===== src/rtl/regfile_dump_reader.sv =====
// Walks a register-file read port from 0 to NUM_REGS-1 and streams each word out over valid/ready.
// Optional DUMP_CHECKSUM_EN appends one XOR-checksum word after the last register.
module regfile_dump_reader #(
    parameter int DATA_W   = 32,
    parameter int ADDR_W   = 5,
    parameter int NUM_REGS = 32
) (
    input  logic              clk,
    input  logic              reset,
    input  logic              start,
    output logic              busy,
    output logic              done,
    output logic [ADDR_W-1:0] rf_addr,
    input  logic [DATA_W-1:0] rf_data,
    output logic              out_valid,
    input  logic              out_ready,
    output logic [DATA_W-1:0] out_data,
    output logic [ADDR_W-1:0] out_addr,
    output logic              out_last
);

    localparam logic [1:0] S_IDLE = 2'd0;
    localparam logic [1:0] S_LOAD = 2'd1;
    localparam logic [1:0] S_SEND = 2'd2;
    localparam logic [1:0] S_FIN  = 2'd3;

    localparam logic [ADDR_W-1:0] LAST_IDX = ADDR_W'(NUM_REGS - 1);

    logic [1:0]        state;
    logic [ADDR_W-1:0] idx;
    logic [ADDR_W-1:0] idx_next;
    logic              accept;
    logic              hshake;
    logic              at_last;

    assign accept   = (state == S_IDLE) && start;
    assign hshake   = (state == S_SEND) && out_ready;
    assign at_last  = (idx == LAST_IDX);
    assign idx_next = idx + ADDR_W'(1);

    assign busy      = (state != S_IDLE);
    assign done      = (state == S_FIN);
    assign out_valid = (state == S_SEND);

`ifdef DUMP_CHECKSUM_EN
    logic [DATA_W-1:0] csum;
    logic              csum_turn;

    // The checksum word follows the last register straight out of SEND, no LOAD needed.
    assign csum_turn = hshake && at_last && !out_last;

    always_ff @(posedge clk or posedge reset) begin
        if (reset)
            csum <= '0;
        else if (accept)
            csum <= '0;
        else if (state == S_LOAD)
            csum <= csum ^ rf_data;
    end
`endif

    // rf_addr is loaded one cycle early so it already equals idx during LOAD.
    always_ff @(posedge clk or posedge reset) begin
        if (reset) begin
            state   <= S_IDLE;
            idx     <= '0;
            rf_addr <= '0;
        end else begin
            case (state)
                S_IDLE: begin
                    idx <= '0;
                    if (accept) begin
                        state   <= S_LOAD;
                        rf_addr <= '0;
                    end
                end
                S_LOAD: state <= S_SEND;
                S_SEND: begin
                    if (hshake) begin
                        if (out_last) begin
                            state <= S_FIN;
`ifdef DUMP_CHECKSUM_EN
                        end else if (at_last) begin
                            state <= S_SEND;
`endif
                        end else begin
                            idx     <= idx_next;
                            rf_addr <= idx_next;
                            state   <= S_LOAD;
                        end
                    end
                end
                S_FIN:   state <= S_IDLE;
                default: state <= S_IDLE;
            endcase
        end
    end

    always_ff @(posedge clk or posedge reset) begin
        if (reset) begin
            out_data <= '0;
            out_addr <= '0;
            out_last <= 1'b0;
        end else if (state == S_LOAD) begin
            out_data <= rf_data;
            out_addr <= idx;
`ifdef DUMP_CHECKSUM_EN
            out_last <= 1'b0;
`else
            out_last <= at_last;
`endif
`ifdef DUMP_CHECKSUM_EN
        end else if (csum_turn) begin
            out_data <= csum;
            out_addr <= '0;
            out_last <= 1'b1;
`endif
        end
    end

endmodule


===== config.mk =====
export PLATFORM = sky130hd
export DESIGN_NAME = regfile_dump_reader
export DESIGN_NICKNAME = d
export VERILOG_FILES = /design/src/rtl/regfile_dump_reader.sv
export SDC_FILE = /design/constraint.sdc
export NUM_CORES = 1
export LEC_CHECK = 0
export ABC_CLOCK_PERIOD_IN_PS = 3150
export BUFFER_PORTS_ARGS = -buffer_cell sky130_fd_sc_hd__buf_2
export CAP_MARGIN = 20
export CORE_UTILIZATION = 29
export DETAILED_ROUTE_END_ITERATION = 12
export MAX_ROUTING_LAYER = met4
export PLACE_DENSITY = 0.62
export SLEW_MARGIN = 15
export SYNTH_ARGS = -nofsm -noshare
export SYNTH_HDL_FRONTEND = slang
export SYNTH_SLANG_ARGS = --single-unit

===== constraint.sdc =====
create_clock -name clk -period 3.15 [get_ports clk]
set_input_delay 0.63 -clock clk [delete_from_list [all_inputs] [get_ports clk]]
set_output_delay 0.63 -clock clk [all_outputs]
set_load 0.05 [all_outputs]

Word-level counts from Yosys, hierarchy flattened
Index checks and enable logic that the tools add are counted.
Word-level totals
  register bits: 50
  bits of input ports: 36
  output and inout bits: 46
  word-level logic and storage cells: 31
Operators by class
  $add $sub $neg: 1
  equal/unequal tests: 7
  multiplexer cells: 9
  reductions and logical operators: 8
Operators by type and width (number)
  one-hot mux 5 bit (2 select lines): 2
  two-way mux 5 bit: 3
  one-hot mux 2 bit (4 select lines): 1
  two-way mux 2 bit: 3
  adder 5 x 1 -> 5 bit (second input constant): 1
  == test 5 bit (second input constant): 1
  == test 2 bit (second input constant): 2
  inequality test 2 bit (second input constant): 2
  AND reduction 4 bit: 1
  nonzero test 2 bit: 2
  AND reduction 3 bit: 1
  == test 2 x 1 -> 1 bit (second input constant): 1
  logical AND 1 bit: 2
  zero test 2 bit: 1
  inequality test 2 x 1 -> 1 bit (second input constant): 1
  AND reduction 2 bit: 1

Logic depth before layout (Yosys ltp)
  depth in word-level cells: 4
  mapped depth: 6
  gate-level depth less buffers: 5

Least setup slack after synthesis
Ideal clock, no wire load.
  kind: register to output
  from: register state[0]
  to: output port out_valid
  arrival: 1.313 ns
  data required time: 2.520 ns
  slack: 1.207 ns
  stages on the path, launching flop included: 3
  path buffers: 1
  path through: dfrtp_1 -> buf_2 -> nor2b_1
On the way
  word-level cells in the longest chain between the ends: 1
Ends and longest elaborated chain
  from (decl): RTL line 29  | logic [1:0] state;
  from (signal assigned): RTL line 65  | state <= S_IDLE;
  from (signal assigned): RTL line 73  | state <= S_LOAD;
  from (signal assigned): RTL line 77  | S_LOAD: state <= S_SEND;
  == test 2 bit: RTL line 43  | assign out_valid = (state == S_SEND);
  to (decl): RTL line 15  | output logic out_valid,
No other way between the ends.

Worst setup path in the final report
  from: register state[1]
  to: output port out_valid
Same word-level chain as after synthesis.

==> out/results.tsv <==
metric	value	unit
crit-path max FO	17	
aggregate global-route resource usage	11.0	%
global route total overflow	0	
final setup TNS	0	ns
post-CTS sizing	0	
Max Fclk	0.479	GHz
yosys warns	0	
register area share after synthesis	56.3	%
Unique masters post-synth	29	
clk_lat worst skew	0.29	ns
placed inst area	2670	um^2
Die Width	89.5	um
Area Overhead vs Synth	25.0	%
worst r2r path cells	2	
Max Cap Viol	0	
status	finished clean	
Power Total	0.00337	W
Root Driver	clkbuf_8	
final setup skew	0.00697	ns
Lkg Pwr	1.46	nW
post-synthesis cell area	2220	um^2
pre-CTS WS	1.24	ns
Logic pwr share	55.3	%
initial DRC count	34	
Sw Ratio	47.5	%
via count	1401	
Synth Instances	145	
Final nets	262	
routed len/inst	12.7	um
pwr dens	1210	nW/um^2
H-tree levels	2	
vias in the first global route	1313	
# Post-CTS Setup Buffers	0	
sequential power share	31.6	%
Synth Net Count	183	
first-pass GRT wire length	6370	um
Post-Synth XOR/XNOR Area	0.789	%
Req. time, crit path	2.52	ns
final count of negative-setup-slack endpoints	0	
Slew HR	42.3	%
CTS buffer count	5	
largest net degree at the start of global routing	51	
initial antenna violation count	0	
hold-fix buffers at CTS	0	
fin crit share	66.3	%
post-synthesis simple-gate area fraction	5.69	%
DRC violations left	0	
VDD IR-drop max	456	uV
I/O pin count	82	
Die H	89.5	um
Compound-Gate Fraction of Synth Area	6.03	%
CP endpoint kind	primary output	
final worst slack	1.06	ns
GPL Wtd Cong	0.753	
initial core utilization	30.3	%
hold slack	0.477	ns
layout cells sized above 1	56.4	%
clock power share	13.1	%
input/output buffers	81	
CP Class	reg2out	
Min-Delay Path Class	in2async	
crit path launch type	register	
FF+latch count, synth	50	
Net Switching	0.00160	W
Clock transition at path regs	0.09	ns
Int Pwr	0.00177	W
Worst-Margin Slew	0.864	ns
fin crit period	2.09	ns
post-synthesis average cell area	15.3	um^2
crit path DAT	1.46	ns
Fin. Hold Viols	0	
vias per cell	4.32	
row count	31	
CTS sink count	50	
Pins Over Slew Limit	0	
clk buf depth	2	
post-synthesis mux area share	25.5	%
RSZ-0062 raised after global routing	false	
Post-DRT Antenna Nets	0	
WL final	4120	um
Post-Synth Adder-Cell Area	1.13	%
ANT cells	0	
Final Cell Area	2780	um^2
DRT Pass-1 Iters	4	
area of the core	7330	um^2
largest family of logic cells by synthesized area	multiplexers	
CTS tree	done	
area of the die	8010	um^2
post-DP HPWL	2750	um
==> path summary, 6_finish.rpt <==
path / to / slack (ns) / start
max: out_valid / 1.06 / state[1]$_DFFE_PP0P_
min: out_addr[2]$_DFFE_PP0N_ / 0.48 / reset
max reg2reg: out_data[31]$_DFFE_PP0N_ / 1.27 / state[1]$_DFFE_PP0P_
min reg2reg: out_addr[1]$_DFFE_PP0N_ / 0.48 / out_addr[1]$_DFFE_PP0N_
max in group asynchronous: out_data[8]$_DFFE_PP0N_ / 2.16 / reset
min in group clk: out_addr[1]$_DFFE_PP0N_ / 0.48 / out_addr[1]$_DFFE_PP0N_
==> cells in the mapped netlist <==
master / n / share of area, %
dfrtp_1: 50 / 56
mux2_4: 35 / 24
a22o_1: 8 / 3.2
buf_6: 6 / 3.0
inv_1: 5 / 0.85
nand2_1: 4 / 0.68
o21ai_0: 4 / 0.90
a21oi_1: 3 / 0.68
mux2i_1: 3 / 1.4
nand3_1: 3 / 0.68
buf_2: 2 / 0.45
ha_1: 2 / 1.1
nor2_1: 2 / 0.34
nor2b_1: 2 / 0.56
o22ai_1: 2 / 0.56
a2bb2oi_1: 1 / 0.39
and2_1: 1 / 0.28
and3_1: 1 / 0.28
clkbuf_1: 1 / 0.17
mux2_2: 1 / 0.51
nand2b_1: 1 / 0.28
nand2b_4: 1 / 0.62
nand3b_1: 1 / 0.34
nand4bb_1: 1 / 0.51
nor3b_4: 1 / 0.85
o21bai_1: 1 / 0.34
or2_2: 1 / 0.28
xnor2_1: 1 / 0.39
xor2_1: 1 / 0.39
==> final cells by class <==
type / instances / area, um^2
Clock inverter: 1 / 30.0
Tap cell: 99 / 124
Fill cell: 717 / 4550
Inverter: 5 / 20.0
Multi-Input combinational cell: 81 / 870
Timing Repair Buffer: 81 / 405
Sequential cell: 50 / 1250
Clock buffer: 7 / 76.3
==> metrics by stage <==
stage               instances  util (%)
global route              324      37.9
finish                    324      37.9
global placement          316      36.4
floorplan                 145         -
CTS                       324      37.9
detailed placement        316      36.4
==> power by group through the flow <==
| stage | clock network, W | logic, W | registers, W |
|---|---|---|---|
| after floorplan | 0 | 0.000770 | 0.00186 |
| after global placement | 0 | 0.00187 | 0.00106 |
| after detailed placement | 0 | 0.00187 | 0.00108 |
| after CTS | 0.000461 | 0.00188 | 0.00107 |
| after global routing | 0.000481 | 0.00197 | 0.00110 |
| final | 0.000441 | 0.00186 | 0.00106 |
==> critical path: stages, from the launching register on <==
cell	delay (ns)
dfrtp_1	0.63
nor2b_1	0.24
buf_2	0.29
==> logic make-up (layout without fill, tap and decap cells) <==
family          Yosys count  count (layout)
simple gates             19              19
compound gates           19              19
fa+ha+maj                 2               2
buf+inv                  14              94
mux                      39              39
xor+xnor                  2               2
flops                    50              50
==> metal layers <==
layer / up-vias / routed length [um] / GRT usage, %
met5: - / 0 / -
met4: 0 / 48 / 3.46
met3: 5 / 264 / 3.42
met2: 56 / 1790 / 16.8
met1: 671 / 2020 / 14.0
li1: 669 / - / -
==> registers in the layout (all words and copies together), names as in the netlist <==
signal and flops:
out_data 32, idx 5, out_addr 5, rf_addr 5, state 2, out_last 1
==> cells in the final DEF, fill, tap and decap left out <==
cell type   n
a21oi_1     3
a22o_1      8
a2bb2oi_1   1
and2_1      1
and3_1      1
buf_2      81
bufinv_16   1
clkbuf_1    2
clkbuf_8    5
clkinv_2    1
dfrtp_1    50
ha_1        2
inv_1       4
mux2_2      1
mux2_4     35
mux2i_1     3
nand2_1     4
nand2b_1    1
nand2b_4    1
nand3_1     3
nand3b_1    1
nand4bb_1   1
nor2_1      2
nor2b_1     2
nor3b_4     1
o21ai_0     4
o21bai_1    1
o22ai_1     2
or2_2       1
xnor2_1     1
xor2_1      1
Note: power is estimated with default switching activity, not from simulation.
